### src/rtl/avgpool_sequencer.sv
// avgpool_sequencer: 2x2 pooling sequencer over a single-port source memory with backpressured writes.
// Averages by default; defining POOL_MAX_EN switches the datapath to a running signed maximum.
module avgpool_sequencer #(
   parameter int WIDTH  = 28,
   parameter int HEIGHT = 28,
   parameter int DEPTH  = 6,
   parameter int DW     = 16,
   parameter int RAW    = $clog2(WIDTH*HEIGHT*DEPTH),
   parameter int WAW    = $clog2((WIDTH/2)*(HEIGHT/2)*DEPTH)
)(
   input  logic           clk,
   input  logic           rst,
   input  logic           start_i,
   output logic           busy_o,
   output logic           done_o,
   output logic           rd_en_o,
   output logic [RAW-1:0] rd_addr_o,
   input  logic [DW-1:0]  rd_data_i,
   output logic           wr_en_o,
   input  logic           wr_ready_i,
   output logic [WAW-1:0] wr_addr_o,
   output logic [DW-1:0]  wr_data_o
);
   localparam int QM = WIDTH/2 - 1;
   localparam int RM = HEIGHT/2 - 1;
   localparam int CM = DEPTH - 1;
   localparam int QW = $clog2(WIDTH/2 + 1);
   localparam int RW = $clog2(HEIGHT/2 + 1);
   localparam int CW = $clog2(DEPTH + 1);

   typedef enum logic [2:0] {IDLE, RD0, RD1, RD2, RD3, LAST, WR, DONE} state_t;
   state_t st_q;

   logic [QW-1:0] q_q, q_d;
   logic [RW-1:0] r_q, r_d;
   logic [CW-1:0] c_q, c_d;
   logic last_w;
   logic signed [DW+1:0] acc_q, acc_d, ext;
   logic [DW-1:0] res;

   function automatic logic [RAW-1:0] raddr(input logic [CW-1:0] c, input logic [RW-1:0] r,
                                            input logic [QW-1:0] q, input int off);
      return RAW'(int'(c)*WIDTH*HEIGHT + int'(r)*2*WIDTH + int'(q)*2 + off);
   endfunction

   function automatic logic [WAW-1:0] waddr(input logic [CW-1:0] c, input logic [RW-1:0] r,
                                            input logic [QW-1:0] q);
      return WAW'(int'(c)*(WIDTH/2)*(HEIGHT/2) + int'(r)*(WIDTH/2) + int'(q));
   endfunction

   always_comb begin
      last_w = q_q == QW'(QM) && r_q == RW'(RM) && c_q == CW'(CM);
      q_d = q_q == QW'(QM) ? '0 : q_q + 1'b1;
      r_d = q_q != QW'(QM) ? r_q : (r_q == RW'(RM) ? '0 : r_q + 1'b1);
      c_d = (q_q == QW'(QM) && r_q == RW'(RM)) ? c_q + 1'b1 : c_q;
      ext = {{2{rd_data_i[DW-1]}}, rd_data_i};
`ifdef POOL_MAX_EN
      acc_d = (st_q == RD1 || ext > acc_q) ? ext : acc_q;
      res = acc_d[DW-1:0];
`else
      acc_d = acc_q + ext;
      res = acc_d[DW+1:2];
`endif
   end

   always_ff @(posedge clk or posedge rst) begin
      if (rst) begin
         st_q      <= IDLE;
         q_q       <= '0;
         r_q       <= '0;
         c_q       <= '0;
         acc_q     <= '0;
         busy_o    <= 1'b0;
         done_o    <= 1'b0;
         rd_en_o   <= 1'b0;
         rd_addr_o <= '0;
         wr_en_o   <= 1'b0;
         wr_addr_o <= '0;
         wr_data_o <= '0;
      end else begin
         done_o <= 1'b0;
         case (st_q)
            IDLE: if (start_i) begin
               st_q      <= RD0;
               busy_o    <= 1'b1;
               rd_en_o   <= 1'b1;
               rd_addr_o <= raddr(c_q, r_q, q_q, 0);
               acc_q     <= '0;
            end
            RD0: begin
               st_q      <= RD1;
               rd_addr_o <= raddr(c_q, r_q, q_q, 1);
            end
            RD1: begin
               st_q      <= RD2;
               rd_addr_o <= raddr(c_q, r_q, q_q, WIDTH);
               acc_q     <= acc_d;
            end
            RD2: begin
               st_q      <= RD3;
               rd_addr_o <= raddr(c_q, r_q, q_q, WIDTH + 1);
               acc_q     <= acc_d;
            end
            RD3: begin
               st_q    <= LAST;
               rd_en_o <= 1'b0;
               acc_q   <= acc_d;
            end
            LAST: begin
               st_q      <= WR;
               acc_q     <= acc_d;
               wr_en_o   <= 1'b1;
               wr_addr_o <= waddr(c_q, r_q, q_q);
               wr_data_o <= res;
            end
            WR: if (wr_ready_i) begin
               wr_en_o <= 1'b0;
               if (last_w) begin
                  st_q   <= DONE;
                  busy_o <= 1'b0;
                  done_o <= 1'b1;
                  q_q    <= '0;
                  r_q    <= '0;
                  c_q    <= '0;
               end else begin
                  // next window's first read issues straight out of the accepted write
                  st_q      <= RD0;
                  rd_en_o   <= 1'b1;
                  rd_addr_o <= raddr(c_d, r_d, q_d, 0);
                  acc_q     <= '0;
                  q_q       <= q_d;
                  r_q       <= r_d;
                  c_q       <= c_d;
               end
            end
            default: st_q <= IDLE;
         endcase
      end
   end
endmodule

### config.mk
export PLATFORM = sky130hd
export DESIGN_NAME = avgpool_sequencer
export DESIGN_NICKNAME = d
export VERILOG_FILES = /design/src/rtl/avgpool_sequencer.sv
export SDC_FILE = /design/constraint.sdc
export NUM_CORES = 1
export LEC_CHECK = 0
export BUFFER_PORTS_ARGS = -buffer_cell sky130_fd_sc_hd__buf_2
export CORE_MARGIN = 1.5
export CORE_UTILIZATION = 55
export DETAILED_ROUTE_END_ITERATION = 7
export MAX_ROUTING_LAYER = met4
export PLACE_DENSITY = 0.75
export SETUP_SLACK_MARGIN = 0.15
export SLEW_MARGIN = 10
export SYNTH_ARGS = -nofsm -noshare
export SYNTH_HDL_FRONTEND = slang
export SYNTH_SLANG_ARGS = --single-unit
### constraint.sdc
create_clock -name clk -period 8.8 [get_ports clk]
set_input_delay 0.44 -clock clk [delete_from_list [all_inputs] [get_ports clk]]
set_output_delay 0.44 -clock clk [all_outputs]
set_load 0.05 [all_outputs]
==> run summary <==
The floorplan has 41 rows. The register bit count reported by yosys works out to 76. The worst supply voltage drop on vdd was 0.0001192 V.

The power per standard cell area was 263.8 mW/mm2. Buffers added to address setup during post-CTS repair amount to 0. The run gives 5992 as the total number of vias. The run gives 9.06 ns as the endpoint required time on the critical path.

TritonCTS created 9 clock buffers. Pin placement for this block handled 64 I/O pins. In this run the deepest clock path goes through 2 buffers. The repair_antennas step left the layout with diodes totalling 0. Counting flops with a built-in enable in the synthesized netlist gives 0.

Setup repair after global routing left no endpoint under its margin. The number of buffers inserted for hold repair after clock tree synthesis was 0. TritonCTS built the clock tree. The post-placement setup slack is 1.680 ns, and the placeable core region is 0.01257 mm2.

In the final layout, the multi-input gates occupy 0.004802 mm2. Leaving out fill and tap cells, the most frequent cell in the layout is sky130_fd_sc_hd__nand2_1. The remaining antenna violation count after routing came out at 0. The number of H-tree levels was 3; the worst-case clock skew was 0.01209 ns. The most common flop cell mapped by yosys is sky130_fd_sc_hd__dfrtp_1.

Of the synthesized area, sequential elements account for 27.05%. The master of the slowest instance on the critical path is sky130_fd_sc_hd__fa_1. The congestion estimate from routability-driven global placement came to 0.9159. Kind of start point of the critical path: a register.

At the pin with the least slew margin, the transition time is 1.081 ns. The fraction of registers with async set/reset was 100.0%; the final hold violation count was 0. The arrival time at the worst endpoint was 7.49 ns; the global-route usage over all layers was 26.60%.

After detailed routing, the total wire length is 16670 um. The width of the die is 116.1 um. Yosys mapped the design onto 73 distinct sky130hd cell types. The tools report the final-report max-slew violation count as 0. Buffers placed on the I/O ports in this run total 63. The most prevalent standard cell on the critical path was sky130_fd_sc_hd__ha_1. The logs give 53.8% for the fraction of power consumed by combinational cells and 18.1% for the power share of the clock group. For the number of global-route vias before repair, the log shows 5918. The max-capacitance violation count is 0.

The remaining routing DRC violations is 0. The reported leakage power came out at 4.065 nW. Once detailed placement completed, the half-perimeter wirelength came to 12820 um.

The worst-case headroom to the max-slew limit was 27.43%; the biggest cell delay along the critical path was 0.58 ns. In this run the worst path has a maximum fanout of 12. Entering global routing, the biggest net connects 77 pins. Leaving out filler cells and counting taps, the final layout contains 1019.

The DRC violation total after the first TritonRoute iteration is 533, and the remaining global-route overflow is 0. The later pin in the worst-skew pair is clocked with a latency of 0.33 ns. Net switching is 49.17% of the power. The Yosys step of the flow raised 0 warnings.

The tools report the total die area as 0.01347 mm2. The timing-limited maximum frequency is 138.2 MHz, and the flip-flop and latch area is 0.001902 mm2. The run gives 1.007 mW as the net switching power. The number of vias per cell after detailed routing came out at 5.880. Clock-pin slew was measured on the worst setup and hold paths at 0.06 ns.

The run gives 27700 um as the wire length of the first global-routing pass. In the synthesized netlist, the number of instances is 792. Leaving out fill and tap cells, the most frequent cells in the layout are sky130_fd_sc_hd__nand2_1 (95), sky130_fd_sc_hd__ha_1 (91), sky130_fd_sc_hd__dfrtp_1 (76), sky130_fd_sc_hd__o21ai_0 (73), sky130_fd_sc_hd__buf_2 (63).

The net count after synthesis is 925, and the count of instances resized after the clock tree is built is 0. The setup path with the least slack is of type reg -> reg. In this run, flip-flops and latches consume 28.1% of the power.

Across all setup checks in the final design, the least slack found is 1.564 ns. The detailed-routing iteration count for the pre-antenna-repair pass came out at 6. The tightest min-delay check is of the in -> reg type. The floorplan step set the die height to 116.1 um. Subtracting the final worst setup slack from the clock period gives 7.236 ns. In the final routed layout, each cell accounts on average for 16.35 um. The placed instance count was 1003. CTS placed an instance of sky130_fd_sc_hd__clkbuf_16 at the clock tree root. Of the available clock period, the critical path in the final layout requires 82.22%. The initial antenna violation count came out at 0.

The worst setup path is captured at a register. Dividing the synthesized area by the synthesized cell count gives 8.877 um2. The final layout net count was 975.

The run finished with clean final reports. Cells with a size suffix above 1 make up 12.99% of the layout. The filler cell count in the final layout is 1054, and the number of failing setup endpoints in the final timing report is 0.

The area added between synthesis and finish came out at 10.46%. After synthesis the cells add up to 0.007030 mm2. The fraction of the core area covered by cells at the end of the flow came out at 61.79%.

The completed layout was analyzed and its total power is 2.049 mW. For the number of sinks on the clock net, the log shows 76. The effective utilization at floorplan was 55.94%; the total internal power was 1.042 mW.

The run gives 0 ns as the aggregate negative setup slack.
-- layout make-up --
type / count / area share [%]
clock buffers: 10 / 2.948
clock inverters: 6 / 0.8055
inverters: 56 / 2.707
multi-input cells: 632 / 61.83
flip-flops and latches: 76 / 24.49
well taps: 172 / 2.771
repair buffers: 67 / 4.447
-- kinds of logic (layout without fill, tap and decap cells) --
logic type                 after synthesis  after routing  synth area share, %
AOI/OAI and AO/OA                      226            226                21.59
muxes                                    9              9                1.353
xor gates and xnor gates                57             57                7.314
and+or+nand+nor                        227            227                15.59
DFF                                     76             76                27.05
adders and majority gates              113            113                22.46
buffers and inverters                   84            139                4.645
-- state kept, by name, indices dropped and copies added, names as in the netlist --
name       count
acc_q         18
busy_o         1
c_q            3
done_o         1
q_q            4
r_q            4
rd_addr_o     13
rd_en_o        1
st_q           3
wr_addr_o     11
wr_data_o     16
wr_en_o        1
-- metrics by stage --
stage	hold slack [ns]	instance area, um2
floorplan	0.4530	7030
global placement	0.4568	7475
finish	0.4013	7766
CTS	0.3976	7766
detailed placement	0.4616	7475
global route	0.4025	7766
-- routing by layer --
metal | wire, um | GRT usage (%)
met1 | 7154 | 31.83
met2 | 8313 | 45.88
met3 | 893 | 4.550
met4 | 305 | 8.049
met5 | 0 | -
-- final timing paths --
check	end	cells past startpoint	startpoint	slack [ns]
min in group asynchronous	busy_o$_DFFE_PP0P_	3	rst	0.41
setup / recovery	rd_addr_o[11]$_DFFE_PP0P_	28	q_q[1]$_DFFE_PP0P_	1.56
max in group asynchronous	wr_data_o[12]$_DFFE_PP0P_	3	rst	7.77
hold reg to reg	wr_addr_o[7]$_DFFE_PP0P_	2	wr_addr_o[7]$_DFFE_PP0P_	0.47
hold / removal	done_o$_DFF_PP0_	2	wr_ready_i	0.40
setup reg to reg	rd_addr_o[11]$_DFFE_PP0P_	28	q_q[1]$_DFFE_PP0P_	1.56
-- Yosys cell counts (11+ instances only) --
library cell / n / area, um2
sky130_fd_sc_hd__a21o_1: 21 / 157.7
sky130_fd_sc_hd__a21oi_1: 40 / 200.2
sky130_fd_sc_hd__clkbuf_1: 20 / 75.07
sky130_fd_sc_hd__dfrtp_1: 76 / 1902
sky130_fd_sc_hd__fa_1: 22 / 440.4
sky130_fd_sc_hd__ha_1: 91 / 1139
sky130_fd_sc_hd__inv_1: 55 / 206.5
sky130_fd_sc_hd__nand2_1: 95 / 356.6
sky130_fd_sc_hd__nand3_1: 19 / 95.09
sky130_fd_sc_hd__nor2_1: 40 / 150.1
sky130_fd_sc_hd__nor3_1: 16 / 80.08
sky130_fd_sc_hd__o211ai_1: 11 / 82.58
sky130_fd_sc_hd__o21ai_0: 73 / 365.4
sky130_fd_sc_hd__xnor2_1: 35 / 306.5
sky130_fd_sc_hd__xor2_1: 20 / 175.2
-- worst max-delay path: cells and delay by family (launching register included) --
family,cells,cell delay [ns]
flip-flops,1,0.45
buffers and inverters,4,0.51
XOR/XNOR,2,0.56
adder cells (fa/ha/maj),8,2.79
AO/OA/AOI/OAI,7,1.14
AND/OR/NAND/NOR,7,1.70
-- power by group through the flow --
| stage | Sequential [mW] | Combinational (mW) | Clock, mW |
|---|---|---|---|
| floorplan | 0.805 | 0.615 | 0 |
| global placement | 0.572 | 1.07 | 0 |
| detailed placement | 0.579 | 1.10 | 0 |
| CTS | 0.575 | 1.10 | 0.376 |
| global route | 0.592 | 1.22 | 0.391 |
| finish | 0.575 | 1.10 | 0.371 |
No activity file was read; power rests on OpenSTA's default activity.
